===== config.mk =====
export PLATFORM = sky130hd
export DESIGN_NAME = alu_result_display
export DESIGN_NICKNAME = d
export VERILOG_FILES = /design/src/rtl/alu_disp_pkg.sv /design/src/rtl/alu_result_display_hex7seg_decode.sv /design/src/rtl/alu_result_display.sv
export SDC_FILE = /design/constraint.sdc
export NUM_CORES = 1
export LEC_CHECK = 0
export CORE_MARGIN = 1.5
export CORE_UTILIZATION = 35
export DETAILED_ROUTE_END_ITERATION = 16
export GPL_TIMING_DRIVEN = 0
export PLACE_DENSITY = 0.54
export SKIP_CTS_REPAIR_TIMING = 1
export SLEW_MARGIN = 40
export SYNTH_ARGS = -nofsm -noshare
export SYNTH_HDL_FRONTEND = slang
export SYNTH_SLANG_ARGS = --single-unit

===== constraint.sdc =====
create_clock -name clk -period 4.5 [get_ports clk]
set_clock_uncertainty 0.15 [all_clocks]
set_input_delay 0.9 -clock clk [delete_from_list [all_inputs] [get_ports clk]]
set_output_delay 0.9 -clock clk [all_outputs]
set_load 0.02 [all_outputs]

===== src/rtl/alu_disp_pkg.sv =====
// Shared types and constants for the ALU result display: FSM states,
// fixed segment patterns and the hex-to-7-segment table.
package alu_disp_pkg;

    typedef enum logic [2:0] {
        ST_IDLE = 3'd0,
        ST_SIGN = 3'd1,
        ST_HI   = 3'd2,
        ST_LO   = 3'd3,
        ST_GAP  = 3'd4
    } state_t;

    localparam logic [6:0] SEG_BLANK = 7'h00;
    localparam logic [6:0] SEG_MINUS = 7'h40;

    // Segment patterns for 0..F, bit0=a .. bit6=g, active high
    localparam logic [6:0] HEX_SEG [16] = '{
        7'h3F, 7'h06, 7'h5B, 7'h4F, 7'h66, 7'h6D, 7'h7D, 7'h07,
        7'h7F, 7'h6F, 7'h77, 7'h7C, 7'h39, 7'h5E, 7'h79, 7'h71
    };

endpackage


===== src/rtl/alu_result_display_hex7seg_decode.sv =====
// Combinational nibble to 7-segment decoder; feeds the display output register.
module hex7seg_decode
    import alu_disp_pkg::*;
(
    input  logic [3:0] nibble,
    input  logic       unused_tie,
    output logic [6:0] seg
);

    // Table lookup of the segment pattern for the nibble
    always_comb begin
        seg = HEX_SEG[nibble] | {6'b000000, unused_tie & 1'b0};
    end

endmodule


===== src/rtl/alu_result_display.sv =====
// ALU result display: latches each result and shows high nibble, low nibble
// and a blank gap on one 7-segment digit. Optional macro DISP_SIGNED_EN adds a
// leading sign digit and shows the two's-complement magnitude.
module alu_result_display
    import alu_disp_pkg::*;
#(
    parameter int DWELL_CYCLES = 1000,
    parameter int BLANK_CYCLES = 250,
    parameter int REPEAT       = 0
) (
    input  logic       clk,
    input  logic       rst_n,
    input  logic       ena,
    input  logic       res_valid,
    output logic       res_ready,
    input  logic [7:0] res_data,
    input  logic       res_carry,
    input  logic       res_zero,
    output logic [6:0] seg_o,
    output logic       dp_o,
    output logic       busy_o
);

    localparam int CNT_MAX = (DWELL_CYCLES > BLANK_CYCLES) ? DWELL_CYCLES : BLANK_CYCLES;
    localparam int CNT_W   = $clog2(CNT_MAX + 1);
    localparam int PASS_W  = (REPEAT > 0) ? $clog2(REPEAT + 1) : 1;

    localparam logic [CNT_W-1:0]  CNT_ONE    = CNT_W'(1);
    localparam logic [CNT_W-1:0]  DWELL_LAST = CNT_W'(DWELL_CYCLES - 1);
    localparam logic [CNT_W-1:0]  BLANK_LAST = CNT_W'((BLANK_CYCLES > 0) ? BLANK_CYCLES - 1 : 0);
    localparam logic [PASS_W-1:0] PASS_ONE   = PASS_W'(1);
    localparam logic [PASS_W-1:0] PASS_LAST  = PASS_W'((REPEAT > 0) ? REPEAT - 1 : 0);

`ifdef DISP_SIGNED_EN
    localparam state_t FIRST_ST = ST_SIGN;
`else
    localparam state_t FIRST_ST = ST_HI;
`endif

    state_t            state_r, state_s;
    logic [CNT_W-1:0]  cnt_r, cnt_s;
    logic [PASS_W-1:0] pass_r, pass_s;
    logic [7:0]        data_r, data_s;
    logic              carry_r, carry_s;
    logic              zero_r, zero_s;
    logic              end_pass_s;
    logic [7:0]        mag_s;
    logic [3:0]        nibble_s;
    logic [6:0]        seg_dec_s;

    assign res_ready = ena;

    // Next-state, counter and latch logic; everything holds while ena is low
    always_comb begin
        state_s    = state_r;
        cnt_s      = cnt_r;
        pass_s     = pass_r;
        data_s     = data_r;
        carry_s    = carry_r;
        zero_s     = zero_r;
        end_pass_s = 1'b0;
        if (ena && res_valid) begin
            // A new result preempts whatever is on display, including a dwell expiry
            state_s = FIRST_ST;
            cnt_s   = '0;
            pass_s  = '0;
            data_s  = res_data;
            carry_s = res_carry;
            zero_s  = res_zero;
        end else if (ena) begin
            case (state_r)
                ST_IDLE: begin
                    state_s = ST_IDLE;
                end
                ST_SIGN: begin
                    if (cnt_r == DWELL_LAST) begin
                        state_s = ST_HI;
                        cnt_s   = '0;
                    end else begin
                        cnt_s = cnt_r + CNT_ONE;
                    end
                end
                ST_HI: begin
                    if (cnt_r == DWELL_LAST) begin
                        state_s = ST_LO;
                        cnt_s   = '0;
                    end else begin
                        cnt_s = cnt_r + CNT_ONE;
                    end
                end
                ST_LO: begin
                    if (cnt_r == DWELL_LAST) begin
                        if (BLANK_CYCLES > 0) begin
                            state_s = ST_GAP;
                            cnt_s   = '0;
                        end else begin
                            end_pass_s = 1'b1;
                        end
                    end else begin
                        cnt_s = cnt_r + CNT_ONE;
                    end
                end
                ST_GAP: begin
                    if (cnt_r == BLANK_LAST) begin
                        end_pass_s = 1'b1;
                    end else begin
                        cnt_s = cnt_r + CNT_ONE;
                    end
                end
                default: begin
                    state_s = ST_IDLE;
                    cnt_s   = '0;
                end
            endcase
            if (end_pass_s) begin
                cnt_s = '0;
                if (REPEAT > 0) begin
                    pass_s  = pass_r + PASS_ONE;
                    state_s = (pass_r == PASS_LAST) ? ST_IDLE : FIRST_ST;
                end else begin
                    pass_s  = '0;
                    state_s = FIRST_ST;
                end
            end else begin
                pass_s = pass_r;
            end
        end else begin
            state_s = state_r;
        end
    end

`ifdef DISP_SIGNED_EN
    assign mag_s = data_s[7] ? (8'd0 - data_s) : data_s;
`else
    assign mag_s = data_s;
`endif

    assign nibble_s = (state_s == ST_HI) ? mag_s[7:4] : mag_s[3:0];

    hex7seg_decode u_dec (
        .nibble     (nibble_s),
        .unused_tie (1'b0),
        .seg        (seg_dec_s)
    );

    // State, counters, latched result and display outputs registered from the next state
    always_ff @(posedge clk or negedge rst_n) begin
        if (!rst_n) begin
            state_r <= ST_IDLE;
            cnt_r   <= '0;
            pass_r  <= '0;
            data_r  <= 8'h00;
            carry_r <= 1'b0;
            zero_r  <= 1'b0;
            seg_o   <= SEG_BLANK;
            dp_o    <= 1'b0;
            busy_o  <= 1'b0;
        end else begin
            state_r <= state_s;
            cnt_r   <= cnt_s;
            pass_r  <= pass_s;
            data_r  <= data_s;
            carry_r <= carry_s;
            zero_r  <= zero_s;
            busy_o  <= (state_s != ST_IDLE);
            case (state_s)
                ST_SIGN: begin
                    seg_o <= data_s[7] ? SEG_MINUS : SEG_BLANK;
                    dp_o  <= 1'b0;
                end
                ST_HI: begin
                    seg_o <= seg_dec_s;
                    dp_o  <= carry_s;
                end
                ST_LO: begin
                    seg_o <= seg_dec_s;
                    dp_o  <= zero_s;
                end
                default: begin
                    seg_o <= SEG_BLANK;
                    dp_o  <= 1'b0;
                end
            endcase
        end
    end

endmodule


==> flow_summary_export.csv, run 1 <==
group,metric,value,unit
setup_path,critical_path.endpoint_type,"flip-flop",
synth,synth_top_area_frac,0.409,
clocking,cts_tree,"done",
synth,ys_seq_area_frac,0.409,
global_routing,grtUsageTotal,0.160,
die,dieWidth,77.8,um
finish,multiInputGateArea,1040,sq um
sta,rsz0062_at_grt,"false",
sta,finalHoldViolations,0,
detailed_routing,drtPass1Iterations,4,
synth,syn-num-nets,226,
sta,fmax,0.244,GHz
finish,syn2layout_area_growth,22.5,%
synth,ys_async_sr_fraction,1.00,
synth,synth_cells,204,
detailed_routing,drc,0,
clocking,cts-root-buf,"clkbuf_8",
power_and_ir_drop,p_leak,1.08,nW
setup_path,regToRegStartpoint,"cnt_r[1]",
global_routing,grt_max_degree,20,
synth,ys_types,53,
sta,setup_ws,400,ps
min_path,min_to,"carry_r",
die,die_h,77.8,um
global_routing,grt_pass1_wl,7470,um
sta,setup_viol,0,
synth,synth_area,1960,sq um
synth,avgSynthCellArea,9.59,sq um
detailed_routing,via_per_inst,5.04,
min_path,hp-start,"carry_r",
setup_path,crit_fanout,10,
sta,slew_headroom,0.580,
setup_path,worstSetupStartpointType,"input pin",
power_and_ir_drop,power.density,370,nW/um^2
detailed_routing,routed_wl,4380,um
die,initial_core_util,0.360,
global_routing,antenna_found_initial,0,
synth,synth_top_flop_cell,"dfrtp_1",
die,pin_count,24,
synth,synth_edf_count,0,
global_routing,grt_pass1_vias,1469,
synth,ys_ff_latch,32,
die,core,5440,sq um
clocking,numCtsBuffers,5,
finish,regArea,801,sq um
detailed_routing,ant_nets,0,
placed_design,dp_hpwl,3180,um
placed_design,place_congestion,0.831,
job,drv_cap,0,
sta,tightestPinTransition,623,ps
detailed_routing,drt-initial-drc-count,106,
min_path,whs_path_depth,1,
detailed_routing,wl_per_cell,14.3,um
placed_design,dp_slack,97.2,ps
sta,totalNegativeSetupSlack,0,ps
die,fp-row-count,27,
setup_path,path_class,"input pin to flip-flop",
clocking,clockBufferDepth,2,
finish,drive_gt1_frac,0.115,
setup_path,arrival,4120,ps
power_and_ir_drop,ir_worst_vdd,247,uV
min_path,hold_path.class,"flip-flop to flip-flop",
setup_path,required,4520,ps
setup_path,reg2reg_depth,14,
clocking,clkSinkCount,32,
global_routing,overflow,0,
outcome,outcome,"finished, final reports clean",
setup_path,reg2reg_slack,640,ps
placed_design,portBuffers,22,
sta,drv_slew,0,
die,fp.dieArea,6050,sq um
clocking,cts-htree-levels,2,
finish,nets,256,
finish,fillerInstances,532,
setup_path,r2r_end,"seg_o[3]",
finish,antenna_cells,0,
synth,synth.yosys.warnings,0,
synth,yosysTopAreaCell,"dfrtp_1",
sta,min_period_over_period,0.911,
synth,synth_area_leaders,"dfrtp_1 (41%), mux2i_1 (7.2%), ha_1 (5.1%)",
clocking,clock_latency,280,ps
setup_path,cp-startpoint,"res_valid",
clocking,path_clk_slew,70,ps
detailed_routing,vias,1546,
sta,min_period,4100,ps
## synth_stat cells, types with 2 or more instances
library cell  count
a21oi_1           4
a221oi_1          2
a22oi_1           2
buf_4             2
buf_6             2
clkbuf_1          2
dfrtp_1          32
ha_1              8
inv_1            18
mux2_2            5
mux2i_1          14
nand2_1          18
nand3_1           6
nor2_1           19
nor2b_1           3
nor3_1            5
o21ai_0          15
o31ai_1           4
o32a_1            2
or2_2             3
or3_1             5
xnor2_1           2
## flip-flops by register name, summed over array words and instances (netlist names)
register / flops
dp_o: 1
zero_r: 1
state_r: 3
carry_r: 1
busy_o: 1
cnt_r: 10
seg_o: 7
data_r: 8
## layout make-up
class | count | share of cell area
repair buffers | 23 | 0.101
well taps | 72 | 0.0376
clock buffers | 6 | 0.0303
plain buffers | 6 | 0.0188
inverters | 18 | 0.0282
multi-input cells | 148 | 0.435
flip-flops and latches | 32 | 0.334
clock inverters | 2 | 0.0146
## power by group
part / switching [mW] / total, mW / internal [mW] / leakage, nW
Clock: 0.109 / 0.273 / 0.164 / 0.0552
Sequential: 0.0258 / 0.358 / 0.332 / 0.384
Combinational: 0.136 / 0.256 / 0.120 / 0.641
Total: 0.270 / 0.886 / 0.616 / 1.08
## placed cells by master, fill, tap and decap left out, drive strengths merged, types with 2 or more instances in the layout
master	synthesis	final
or2	4	4
nor2	19	19
o31ai	4	4
or3	5	5
a221oi	3	3
o32a	2	2
a21oi	5	5
o21ai	16	16
buf	4	6
mux2	5	5
nor3	6	6
ha	8	8
a22oi	2	2
dfrtp	32	32
clkdlybuf4s50	0	21
inv	18	18
nor2b	3	3
clkbuf	2	8
nand2	18	18
xnor2	2	2
mux2i	14	14
nand3	6	6
## cells by family (layout without fill, tap and decap cells)
family | after synthesis | in the layout | share of synthesized area
DFF | 32 | 32 | 0.409
muxes | 19 | 19 | 0.100
xor gates and xnor gates | 3 | 3 | 0.0134
AOI/OAI and AO/OA | 46 | 46 | 0.180
adders and majority gates | 8 | 8 | 0.0512
buffers and inverters | 24 | 55 | 0.0576
and+or+nand+nor | 72 | 72 | 0.188
## worst max path at each step
stage / to / slack [ps] / cells past startpoint
floorplan: seg_o[3] / 790 / 12
global placement: seg_o[3] / 110 / 12
CTS: seg_o[3] / 400 / 12
detailed placement: seg_o[3] / 100 / 12
finish: seg_o[3] / 400 / 12
global route: seg_o[3] / 70 / 12
## critical path, stage by stage
cell and delay (ps):
clkdlybuf4s50_1 460, nor2_1 260, a22oi_1 110, mux2_2 370, inv_1 230, nor2_1 100, buf_4 180, o21ai_0 520
ha_1 370, nor3_1 320, a2111oi_4 100, a31o_1 210
## metal layers
layer,vias up,global-route usage,wire [um]
met5,-,0,0
met4,0,0.0600,63
met3,6,0.0365,204
met2,34,0.223,1840
met1,722,0.239,2270
li1,784,-,-
## metrics by stage
stage / hold slack [ps] / power [mW] / cell area [sq um] / util / instances
after CTS: 351 / 0.898 / 2400 / 0.441 / 307
after floorplan: 313 / 0.523 / 1960 / - / 204
after global routing: 372 / 0.942 / 2400 / 0.441 / 307
after detailed placement: 335 / 0.618 / 2290 / 0.421 / 299
after global placement: 329 / 0.616 / 2270 / 0.417 / 298
final: 346 / 0.886 / 2400 / 0.441 / 307
Note: power is estimated with default switching activity, not from simulation.
==> run 2, diff against run 1 <==
--- a/config.mk
+++ b/config.mk
@@ -5,11 +5,13 @@
 export SDC_FILE = /design/constraint.sdc
 export NUM_CORES = 1
 export LEC_CHECK = 0
+export CELL_PAD_IN_SITES_DETAIL_PLACEMENT = 0
+export CELL_PAD_IN_SITES_GLOBAL_PLACEMENT = 2
 export CORE_MARGIN = 1.5
 export CORE_UTILIZATION = 35
 export DETAILED_ROUTE_END_ITERATION = 16
 export GPL_TIMING_DRIVEN = 0
-export PLACE_DENSITY = 0.54
+export PLACE_DENSITY = 0.8
 export SKIP_CTS_REPAIR_TIMING = 1
 export SLEW_MARGIN = 40
 export SYNTH_ARGS = -nofsm -noshare
==> run 2 against run 1 <==
Compared with the run above: fmax rose by 0.37%; setup slack improved by 15 ps; clock-buffer cell count did not move; wire length rose by 2.3%; non-clock buffer count did not move; combinational power barely moved; register-to-register slack improved by 30 ps; final area fell by 1.3%; sequential share of layout area rose by 0.42 points; clock power fell by 23%; first-iteration DRC count fell by 42%; sequential power barely moved; largest power group unchanged.
==> flow_summary_export.csv, run 2 (synthesis gave the netlist of run 1 again) <==
group,metric,value,unit
setup_path,critical_path.endpoint_type,"flip-flop",
sta,finalHoldViolations,0,
detailed_routing,vias,1596,
global_routing,grtUsageTotal,0.162,
sta,min_period,4090,ps
setup_path,path_class,"input pin to flip-flop",
finish,fillerInstances,559,
clocking,cts_tree,"done",
finish,largest_reg_flops,10,
outcome,outcome,"finished, final reports clean",
placed_design,dp_hpwl,3310,um
sta,rsz0062_at_grt,"false",
detailed_routing,routed_wl,4480,um
clocking,cts-root-buf,"clkbuf_8",
job,drv_cap,0,
sta,setup_viol,0,
global_routing,grt_max_degree,20,
finish,drive_gt1_frac,0.111,
finish,multiInputGateArea,1040,sq um
setup_path,required,4520,ps
sta,slew_headroom,0.591,
setup_path,worstSetupStartpointType,"input pin",
power_and_ir_drop,finalPower,0.825,mW
sta,tightestPinTransition,607,ps
placed_design,portBuffers,22,
finish,syn2layout_area_growth,21.0,%
detailed_routing,drt-initial-drc-count,62,
die,pin_count,24,
clocking,numCtsBuffers,5,
sta,fmax,0.245,GHz
global_routing,grt_pass1_vias,1512,
sta,drv_slew,0,
sta,totalNegativeSetupSlack,0,ps
global_routing,grt_pass1_wl,7640,um
detailed_routing,via_per_inst,5.22,
setup_path,crit_fanout,10,
detailed_routing,drtPass1Iterations,4,
power_and_ir_drop,p_leak,1.07,nW
clocking,clockBufferDepth,2,
finish,regMostFlops,"cnt_r",
clocking,clock_latency,280,ps
min_path,hold_path.class,"flip-flop to flip-flop",
die,die_h,77.8,um
power_and_ir_drop,power.density,349,nW/um^2
finish,top_regs,"cnt_r (10), data_r (8), seg_o (7)",
setup_path,arrival,4110,ps
detailed_routing,ant_nets,0,
finish,design_area,2370,sq um
finish,layout_commonest_cell,"dfrtp_1",
die,fp-row-count,27,
die,dieWidth,77.8,um
clocking,clkSinkCount,32,
finish,regArea,801,sq um
global_routing,overflow,0,
global_routing,antenna_found_initial,0,
clocking,path_clk_slew,70,ps
clocking,cts-htree-levels,2,
power_and_ir_drop,ir_worst_vdd,213,uV
detailed_routing,wl_per_cell,14.6,um
finish,antenna_cells,0,
die,fp.dieArea,6050,sq um
die,initial_core_util,0.360,
placed_design,placed_area,2290,sq um
sta,min_period_over_period,0.908,
detailed_routing,drc,0,
finish,nets,256,
placed_design,place_congestion,0.779,
die,core,5440,sq um
finish,mostFrequentLayoutCells,"dfrtp_1 (32), clkdlybuf4s50_1 (21), nor2_1 (19)",
## run 2: cell count changes in the layout (fill, tap and decap cells not counted), sizes merged
| cell | previous run | this run |
|---|---|---|
| bufinv | 1 | 0 |
## run 2: routing by layer
layer	GRT usage	up-vias	wire, um
li1	-	780	-
met1	0.233	777	2230
met2	0.238	37	2010
met3	0.0412	2	220
met4	0.0491	0	23
met5	0	-	0
## run 2: final cells by class
type / count / area share
Clock buffer: 6 / 0.0307
Timing Repair Buffer: 23 / 0.103
Clock inverter: 1 / 0.00212
Tap cell: 72 / 0.0381
Buffer: 6 / 0.0190
Multi-Input combinational cell: 148 / 0.441
Inverter: 18 / 0.0286
Sequential cell: 32 / 0.338
## run 2: path summary, 6_finish.rpt
kind,start,to,slack [ps],cells past startpoint
min,carry_r,carry_r,350,1
min reg2reg,carry_r,carry_r,350,1
max reg2reg,cnt_r[1],seg_o[3],670,14
max,res_valid,seg_o[3],410,12
max in group asynchronous,rst_n,data_r[6],3320,2
min in group asynchronous,rst_n,state_r[2],430,1
## run 2: per-stage QoR
| stage | utilization | worst slack [ps] | hold slack (ps) | instances |
|---|---|---|---|---|
| global route | 0.435 | 203 | 376 | 306 |
| global placement | 0.417 | 102 | 331 | 298 |
| floorplan | - | 793 | 313 | 204 |
| CTS | 0.435 | 425 | 356 | 306 |
| detailed placement | 0.421 | 128 | 341 | 299 |
| finish | 0.435 | 415 | 351 | 306 |
## run 2: worst max-delay path, cell delays in order
cell and delay [ps]:
clkdlybuf4s50_1 470, nor2_1 250, o21ai_0 120, mux2_2 360, inv_1 240, nor2_1 100, buf_4 180, o21ai_0 510
ha_1 360, nor3_1 330, a2111oi_4 90, a31o_1 200
## run 2: where the power goes
part | switching, mW | internal, mW | total, mW
combinational | 0.137 | 0.120 | 0.257
clock | 0.105 | 0.105 | 0.210
sequential | 0.0260 | 0.332 | 0.358
